--- src/rtl/alu_pipe_core.sv ---
// Two-stage pipelined WIDTH-bit ALU with valid/ready flow control, status flags and reserved-opcode error.
// Optional ALU_PIPE_SAT_EN: m_i=0 opcodes 10/11 become signed saturating A+B / A-B.
module alu_pipe_core #(
    parameter int WIDTH = 8
) (
    input  logic             clk_i,
    input  logic             rst_i,
    input  logic             valid_i,
    output logic             ready_o,
    input  logic [WIDTH-1:0] A_i,
    input  logic [WIDTH-1:0] B_i,
    input  logic [3:0]       opcode_i,
    input  logic             m_i,
    input  logic             cn_i,
    output logic             valid_o,
    input  logic             ready_i,
    output logic [WIDTH-1:0] R_o,
    output logic             co_o,
    output logic             z_o,
    output logic             ov_o,
    output logic             err_o
);

    localparam int MSB = WIDTH - 1;

    logic             s1_v, s2_v;
    logic [WIDTH-1:0] a_q, b_q;
    logic [3:0]       op_q;
    logic             m_q, cn_q;
    logic [WIDTH-1:0] r_q;
    logic             co_q, z_q, ov_q, err_q;

    logic             adv, accept;
    logic [WIDTH:0]   add_x, add_y, add_c, sum;
    logic             ov_add;
    logic [WIDTH-1:0] res;
    logic             co_c, ov_c, err_c;

    assign adv     = !s2_v || ready_i;
    assign ready_o = !rst_i && (!s1_v || !s2_v || ready_i);
    assign accept  = valid_i && ready_o;

    // One shared WIDTH+1 bit adder serves every add/subtract/inc/dec flavour.
    always_comb begin
        add_x = {1'b0, a_q};
        add_y = '0;
        add_c = '0;
        case (op_q)
            4'd0: begin add_y = {1'b0, b_q};  add_c = {{WIDTH{1'b0}}, cn_q}; end
            4'd1: begin add_y = {1'b0, ~b_q}; add_c = {{WIDTH{1'b0}}, cn_q}; end
            4'd2: add_y = {{WIDTH{1'b0}}, 1'b1};
            4'd3: add_y = {1'b0, {WIDTH{1'b1}}};
            4'd9: begin
                add_x = {1'b0, b_q};
                add_y = {1'b0, ~a_q};
                add_c = {{WIDTH{1'b0}}, 1'b1};
            end
`ifdef ALU_PIPE_SAT_EN
            4'd10: add_y = {1'b0, b_q};
            4'd11: begin add_y = {1'b0, ~b_q}; add_c = {{WIDTH{1'b0}}, 1'b1}; end
`endif
            default: add_y = '0;
        endcase
        sum    = add_x + add_y + add_c;
        ov_add = (add_x[MSB] == add_y[MSB]) && (sum[MSB] != add_x[MSB]);
    end

    always_comb begin
        res   = '0;
        co_c  = 1'b0;
        ov_c  = 1'b0;
        err_c = 1'b0;
        if (m_q) begin
            case (op_q)
                4'd0:    res = a_q & b_q;
                4'd1:    res = a_q | b_q;
                4'd2:    res = a_q ^ b_q;
                4'd3:    res = ~a_q;
                4'd4:    res = ~(a_q & b_q);
                4'd5:    res = ~(a_q | b_q);
                4'd6:    res = ~(a_q ^ b_q);
                4'd7:    res = b_q;
                default: res = a_q;
            endcase
        end else begin
            case (op_q)
                4'd0, 4'd1, 4'd2, 4'd3, 4'd9: begin
                    res  = sum[MSB:0];
                    co_c = sum[WIDTH];
                    ov_c = ov_add;
                end
                4'd4: begin res = {a_q[MSB-1:0], cn_q};  co_c = a_q[MSB]; end
                4'd5: begin res = {cn_q, a_q[MSB:1]};    co_c = a_q[0];   end
                4'd6: begin res = {a_q[MSB], a_q[MSB:1]}; co_c = a_q[0];  end
                4'd7: begin res = {a_q[MSB-1:0], a_q[MSB]}; co_c = a_q[MSB]; end
                4'd8: begin res = {a_q[0], a_q[MSB:1]};  co_c = a_q[0];   end
`ifdef ALU_PIPE_SAT_EN
                // Overflow direction follows A's sign for both add and subtract.
                4'd10, 4'd11: begin
                    if (ov_add)
                        res = a_q[MSB] ? {1'b1, {(WIDTH-1){1'b0}}} : {1'b0, {(WIDTH-1){1'b1}}};
                    else
                        res = sum[MSB:0];
                    co_c = sum[WIDTH];
                    ov_c = ov_add;
                end
`endif
                default: err_c = 1'b1;
            endcase
        end
    end

    always_ff @(posedge clk_i) begin
        if (rst_i) begin
            s1_v  <= 1'b0;
            s2_v  <= 1'b0;
            a_q   <= '0;
            b_q   <= '0;
            op_q  <= '0;
            m_q   <= 1'b0;
            cn_q  <= 1'b0;
            r_q   <= '0;
            co_q  <= 1'b0;
            z_q   <= 1'b0;
            ov_q  <= 1'b0;
            err_q <= 1'b0;
        end else begin
            if (adv) begin
                s2_v <= s1_v;
                if (s1_v) begin
                    r_q   <= res;
                    co_q  <= co_c;
                    z_q   <= (res == '0);
                    ov_q  <= ov_c;
                    err_q <= err_c;
                end
            end
            if (accept) begin
                s1_v <= 1'b1;
                a_q  <= A_i;
                b_q  <= B_i;
                op_q <= opcode_i;
                m_q  <= m_i;
                cn_q <= cn_i;
            end else if (adv) begin
                s1_v <= 1'b0;
            end
        end
    end

    // Outputs are forced quiet while reset is held so no stale beat can transfer.
    assign valid_o = s2_v && !rst_i;
    assign R_o     = rst_i ? '0 : r_q;
    assign co_o    = co_q  && !rst_i;
    assign z_o     = z_q   && !rst_i;
    assign ov_o    = ov_q  && !rst_i;
    assign err_o   = err_q && !rst_i;

endmodule
--- config.mk ---
export PLATFORM = sky130hd
export DESIGN_NAME = alu_pipe_core
export DESIGN_NICKNAME = d
export VERILOG_FILES = /design/src/rtl/alu_pipe_core.sv
export SDC_FILE = /design/constraint.sdc
export NUM_CORES = 1
export LEC_CHECK = 0
export CORE_MARGIN = 4
export CORE_UTILIZATION = 30
export CTS_CLUSTER_DIAMETER = 40
export DETAILED_ROUTE_END_ITERATION = 8
export PLACE_DENSITY = 0.59
export SETUP_SLACK_MARGIN = 0.5
export SLEW_MARGIN = 25
export SYNTH_ARGS = -nofsm -noshare
export SYNTH_HDL_FRONTEND = slang
export SYNTH_SLANG_ARGS = --single-unit
--- constraint.sdc ---
create_clock -name clk_i -period 4.42 [get_ports clk_i]
set_clock_uncertainty 0.2 [all_clocks]
set_input_delay 0.663 -clock clk_i [delete_from_list [all_inputs] [get_ports clk_i]]
set_output_delay 0.663 -clock clk_i [all_outputs]
set_load 0.03 [all_outputs]
# [Word-level counts from Yosys, hierarchy flattened]
# Cells that the tools add are included.
[word_totals] register_bits=36 input_bits=26 word_cells=71
[op_classes] n_addsub=2 eq_ne=11 n_mux=15 bitwise_logic=8 n_reduce_logical=23
[op_table] op="$pmux 8 s8" n=1
[op_table] op="$pmux 8 s6" n=1
[op_table] op="$not 8->8" n=5
[op_table] op="$pmux 8 s5" n=1
[op_table] op="$mux 8" n=3
[op_table] op="$add 9x9->9" n=2
[op_table] op="$eq 4x3->1 const B" n=4
[op_table] op="$reduce_or 10->1" n=1
[op_table] op="$and 8x8->8" n=1
[op_table] op="$eq 4x2->1 const B" n=2
[op_table] op="$eq 4x4->1 const B" n=2
[op_table] op="$logic_and 1x1->1" n=8
[op_table] op="$logic_not 8->1" n=1
[op_table] op="$or 8x8->8" n=1
[op_table] op="$xor 8x8->8" n=1
[op_table] op="$mux 1" n=7
[op_table] op="$reduce_or 5->1" n=1
[op_table] op="$eq 4x1->1 const B" n=1
[op_table] op="$logic_not 4->1" n=1
[op_table] op="$reduce_or 2->1" n=2
[op_table] op="$logic_not 1->1" n=3
[op_table] op="$logic_or 1x1->1" n=3
[op_table] op="$pmux 1 s3" n=1
[op_table] op="$reduce_or 3->1" n=1
[op_table] op="other kinds (5)" n=5

# [Depth between registers and ports, before layout]
[logic_depth] ltp_word=8 ltp_mapped=16 depth_no_buf=13

# [Worst setup path after synthesis]
# OpenSTA, ideal clock, no wires.
[synth_timing] path_type="reg-to-reg" startpoint="reg op_q[0]" endpoint="reg z_q" setup_ns=0.063 arrival_time_ns=3.699 path_slack_ns=0.459 stages_incl_launch_ff=16 cell_sequence="dfxtp_1 buf_6 buf_6 nand2_1 nor2_2 clkbuf_1 o21ai_0 fa_1 fa_1 nor2b_1 o2bb2ai_1 a31o_2 a211o_1 nor4_1 and4_1 a32o_1"
[synth_via] elab_chain_len=7
[synth_lines] element="start, declared" line="28" rtl="logic [3:0] op_q;"
[synth_lines] element="start signal, assigned" line="142" rtl="op_q <= opcode_i;"
[synth_lines] element="$eq 4x4->1, or another cell as far along" line="48, 86"
[synth_lines] element="$pmux 8 s5, or another cell as far along" line="48" rtl="case (op_q)"
[synth_lines] element="$add 9x9->9 / $pmux 1 s2 (equally long branches)" line="64, 48"
[synth_lines] element="$add 9x9->9" line="64" rtl="sum = add_x + add_y + add_c;"
[synth_lines] element="$pmux 8 s6" line="86" rtl="case (op_q)"
[synth_lines] element="$mux 8 *" line="73" rtl="if (m_q) begin"
[synth_lines] element="$logic_not 8->1 *" line="133" rtl="z_q <= (res == '0);"
[synth_lines] element="end signal, assigned" line="133"
[synth_lines] element="end, declared" line="31" rtl="logic co_q, z_q, ov_q, err_q;"
# Every way passes the cells marked *; elsewhere a longest branch is shown, timed or not.
# A chain may end at the register's enable or synchronous reset.

# [Final worst setup path]
[layout_timing] startpoint="reg a_q[0]" endpoint="reg z_q"
[layout_via] elab_chain_len=7
[layout_lines] element="start, declared" line="27" rtl="logic [WIDTH-1:0] a_q, b_q;"
[layout_lines] element="start signal, assigned" line="140" rtl="a_q <= A_i;"
[layout_lines] element="$not 8->8" line="55, 78"
[layout_lines] element="$pmux 8 s5" line="48"
[layout_lines] element="$add 9x9->9 (2 in series)" line="64"
[layout_lines] element="$pmux 8 s6" line="86"
[layout_lines] element="$mux 8 *" line="73"
[layout_lines] element="$logic_not 8->1 *" line="133"
# Marks and branches as above.

==> summary.md <==
| Metric | Value |
|---|---|
| Avg Cell Area, Syn | `7.52 um2` |
| GR Util All Layers | `16.6%` |
| Max Freq | `268 MHz` |
| Final critical-path required period | `3730 ps` |
| Worst setup EP type | `flop` |
| Final Setup Violations | `0` |
| Max Fanout on Critical Path | `6` |
| FILL cells | `1112` |
| Vias in the first global route | `3179` |
| Clock net sink count | `36` |
| Synth warn | `0` |
| Setup TNS | `0 ps` |
| Worst path max stage delay | `530 ps` |
| Path category of the worst min-delay check | `flop to flop` |
| Setup CP Type | `flop to flop` |
| VDD IR-drop max | `0.000108 V` |
| Total Power | `1.04 mW` |
| Synth area leader | `dfxtp_1` |
| TritonCTS clock tree | `done` |
| Number of synthesized flops with an enable pin | `0` |
| Placeable Area | `10500 um2` |
| Via density | `5.50` |
| Die Span Y | `112 um` |
| Antenna Nets Post-Route | `0` |
| CTS clk-pin slew, worst paths | `70 ps` |
| Final Max Tran Viols | `0` |
| Synth Register Bits | `36` |
| Post-CTS setup buffers | `0` |
| Crit path required time | `4460 ps` |
| Layout area overhead | `18.5%` |
| DIE AREA | `12600 um2` |
| Initial antenna violation count | `0` |
| Main synth FF type | `dfxtp_1` |
| Overflow after GRT | `0` |
| Largest net degree at the start of global routing | `43` |
| Share of cells above drive strength 1 | `8.66%` |
| CP Cell Sequence | `inv_1 -> a31o_2 -> a22oi_1 -> nor2_1 -> fa_2 -> fa_1 -> xor2_1 -> a222oi_1 -> a21oi_1 -> nor4_2 -> and4_1 -> a32o_1` |
| CP arrival | `3770 ps` |
| Drt first pass iters | `5` |
| Nets | `512` |
| I/O pins | `40` |
| Root cell of the clock tree | `clkbuf_8` |
| CP bufs+invs | `1` |
| CP max stage cell | `a222oi_1` |
| Outcome | `finished, final reports clean` |
| RSZ-0062 raised after global routing | `no` |
| # port buffers | `39` |
| Clk_lat worst skew | `300 ps` |
| Routed WL per cell | `17.4 um` |
| Power per cell area | `268 nW/um2` |
| Placed cells | `590` |
| Max Root-Sink Buffers | `2` |
| Sequential-to-total area share from yosys stat | `22.0%` |
| Worst R2R Start | `a_q[0]` |
| Leak | `1.50 nW` |
| DRC | `0` |
| Gate count after technology mapping | `435` |
| Synth area leaders | `dfxtp_1 22%, ha_1 8.8%, nand2_1 7.3%, o31ai_1 5.3%, o21ai_0 4.7%` |
| Final Hold Viols | `0` |
| Yosys top cell area share | `22.0%` |
| Slew headroom | `41.7%` |
| Final period utilization | `84.4%` |
| Cell Area, Synth | `3270 um2` |
| First-pass GRT wire length | `17.1 mm` |
| Diodes inserted | `0` |
| Die Wd | `112 um` |
| Hold Path Origin | `r_q[0]` |
| RD Place Congestion | `0.894` |
| Cell row count | `37` |
| Startpoint type of the worst setup path | `flop` |
| CP top delay family | `compound AO/OA/AOI/OAI gates` |
| Hold buffers post-CTS | `0` |
| Worst slew pin tran | `852 ps` |
| Min Hold Slack | `267 ps` |
| Synth Net Count | `486` |
| CTS Buf Count | `5` |
| Final HPWL DP | `7.53 mm` |
| Distinct cells, synth | `64` |
| Non-Filler Instances | `598` |
| Critical path launch point | `a_q[0]` |
| Final WL | `10.4 mm` |
| Initial Utilization | `31.3%` |
| Via count | `3290` |
| H-tree levels | `2` |
| Asr flop ratio synth | `0%` |
| Initial DRC count | `302` |
| MaxCap Viol Count | `0` |
synth_stat cells (all sizes together), types with 2 or more instances:
library cell  count
a32o              2
buf              11
ha               23
o21bai            2
a31oi             2
nand2b           10
nor2b            21
o22a              2
o21ai            32
inv              22
a32oi             2
or2               2
nor2             40
xor2              8
nand3b            2
o211ai            3
dfxtp            36
a21oi            19
nand2            64
o31ai            23
fa                2
o2bb2ai           2
o22ai             3
a21o              4
nand3             7
a22oi             9
a221oi            4
xnor2            16
a222oi            2
o221ai            3
mux2i             6
a41oi             2
a31o              3
a211oi            7
clkbuf           19
placed cells by master (no fill, tap or decap), types with 8 or more instances in the layout:
| master | n |
|---|---|
| nor2b_1 | 20 |
| inv_1 | 21 |
| xnor2_1 | 15 |
| clkdlybuf4s50_1 | 38 |
| nand2b_1 | 10 |
| dfxtp_1 | 32 |
| nor2_1 | 38 |
| o31ai_1 | 22 |
| a22oi_1 | 9 |
| ha_1 | 23 |
| o21ai_0 | 30 |
| buf_4 | 9 |
| a21oi_1 | 19 |
| nand2_1 | 63 |
| xor2_1 | 8 |
worst min-delay path: stages (launching register included):
cell     delay, ps
dfxtp_1        320
nand2_1         50
a21oi_1         50
repair_timing:
| item | CTS | global route |
|---|---|---|
| gates resized for setup | 2 | 11 |
| gates cloned | 0 | 0 |
| endpoints found under the setup margin | 1 | 4 |
| pin swaps | 0 | 1 |
layer usage:
layer | GRT usage [%] | vias up | wire, um
met5 | 0 | - | 0
li1 | - | 1599 | -
met4 | 6.89 | 0 | 378
met2 | 27.8 | 126 | 5070
met1 | 20.9 | 1535 | 4340
met3 | 2.96 | 30 | 611
cell type report:
type                    instances  area, um2  share of cell area, %
clock inverters                 1       7.51                  0.194
repair buffers                 49        464                   12.0
multi-input cells             346       2330                   60.0
clock buffers                   7       86.3                   2.23
well taps                     136        170                   4.39
flip-flops and latches         36        733                   18.9
inverters                      23       88.8                   2.29
logic make-up (layout without fill, tap and decap cells):
family	count (synthesis)	in the layout	synth area share, %
adder cells (fa/ha/maj)	25	25	10.0
multiplexers	8	8	2.87
AND/OR/NAND/NOR	153	153	21.5
buffers and inverters	53	80	7.53
flip-flops	36	36	22.0
XOR/XNOR	24	24	7.00
AO/OA/AOI/OAI	136	136	29.1
power breakdown:
group          internal (mW)  switching, mW
registers              0.347         0.0413
logic                  0.170          0.221
clock network          0.127          0.131
flip-flops by register name, summed over array words and instances, names as in the netlist:
signal	count
s1_v	1
a_q	8
z_q	1
ov_q	1
b_q	8
s2_v	1
co_q	1
cn_q	1
r_q	8
err_q	1
m_q	1
op_q	4
through the flow:
stage	util [%]	area [um2]	setup slack [ps]
2_1_floorplan	-	3280	542
3_3_place_gp	35.8	3750	588
3_5_place_dp	35.8	3750	491
4_1_cts	36.7	3840	501
5_1_grt	37.1	3880	471
6_report	37.1	3880	688
path summary, 6_finish.rpt:
path             to  slack, ps  cells after the start
min          r_q[0]        270                      2
max             z_q        690                     12
min reg2reg  r_q[0]        270                      2
max reg2reg     z_q        690                     12
No activity file was read; power rests on OpenSTA's default activity.
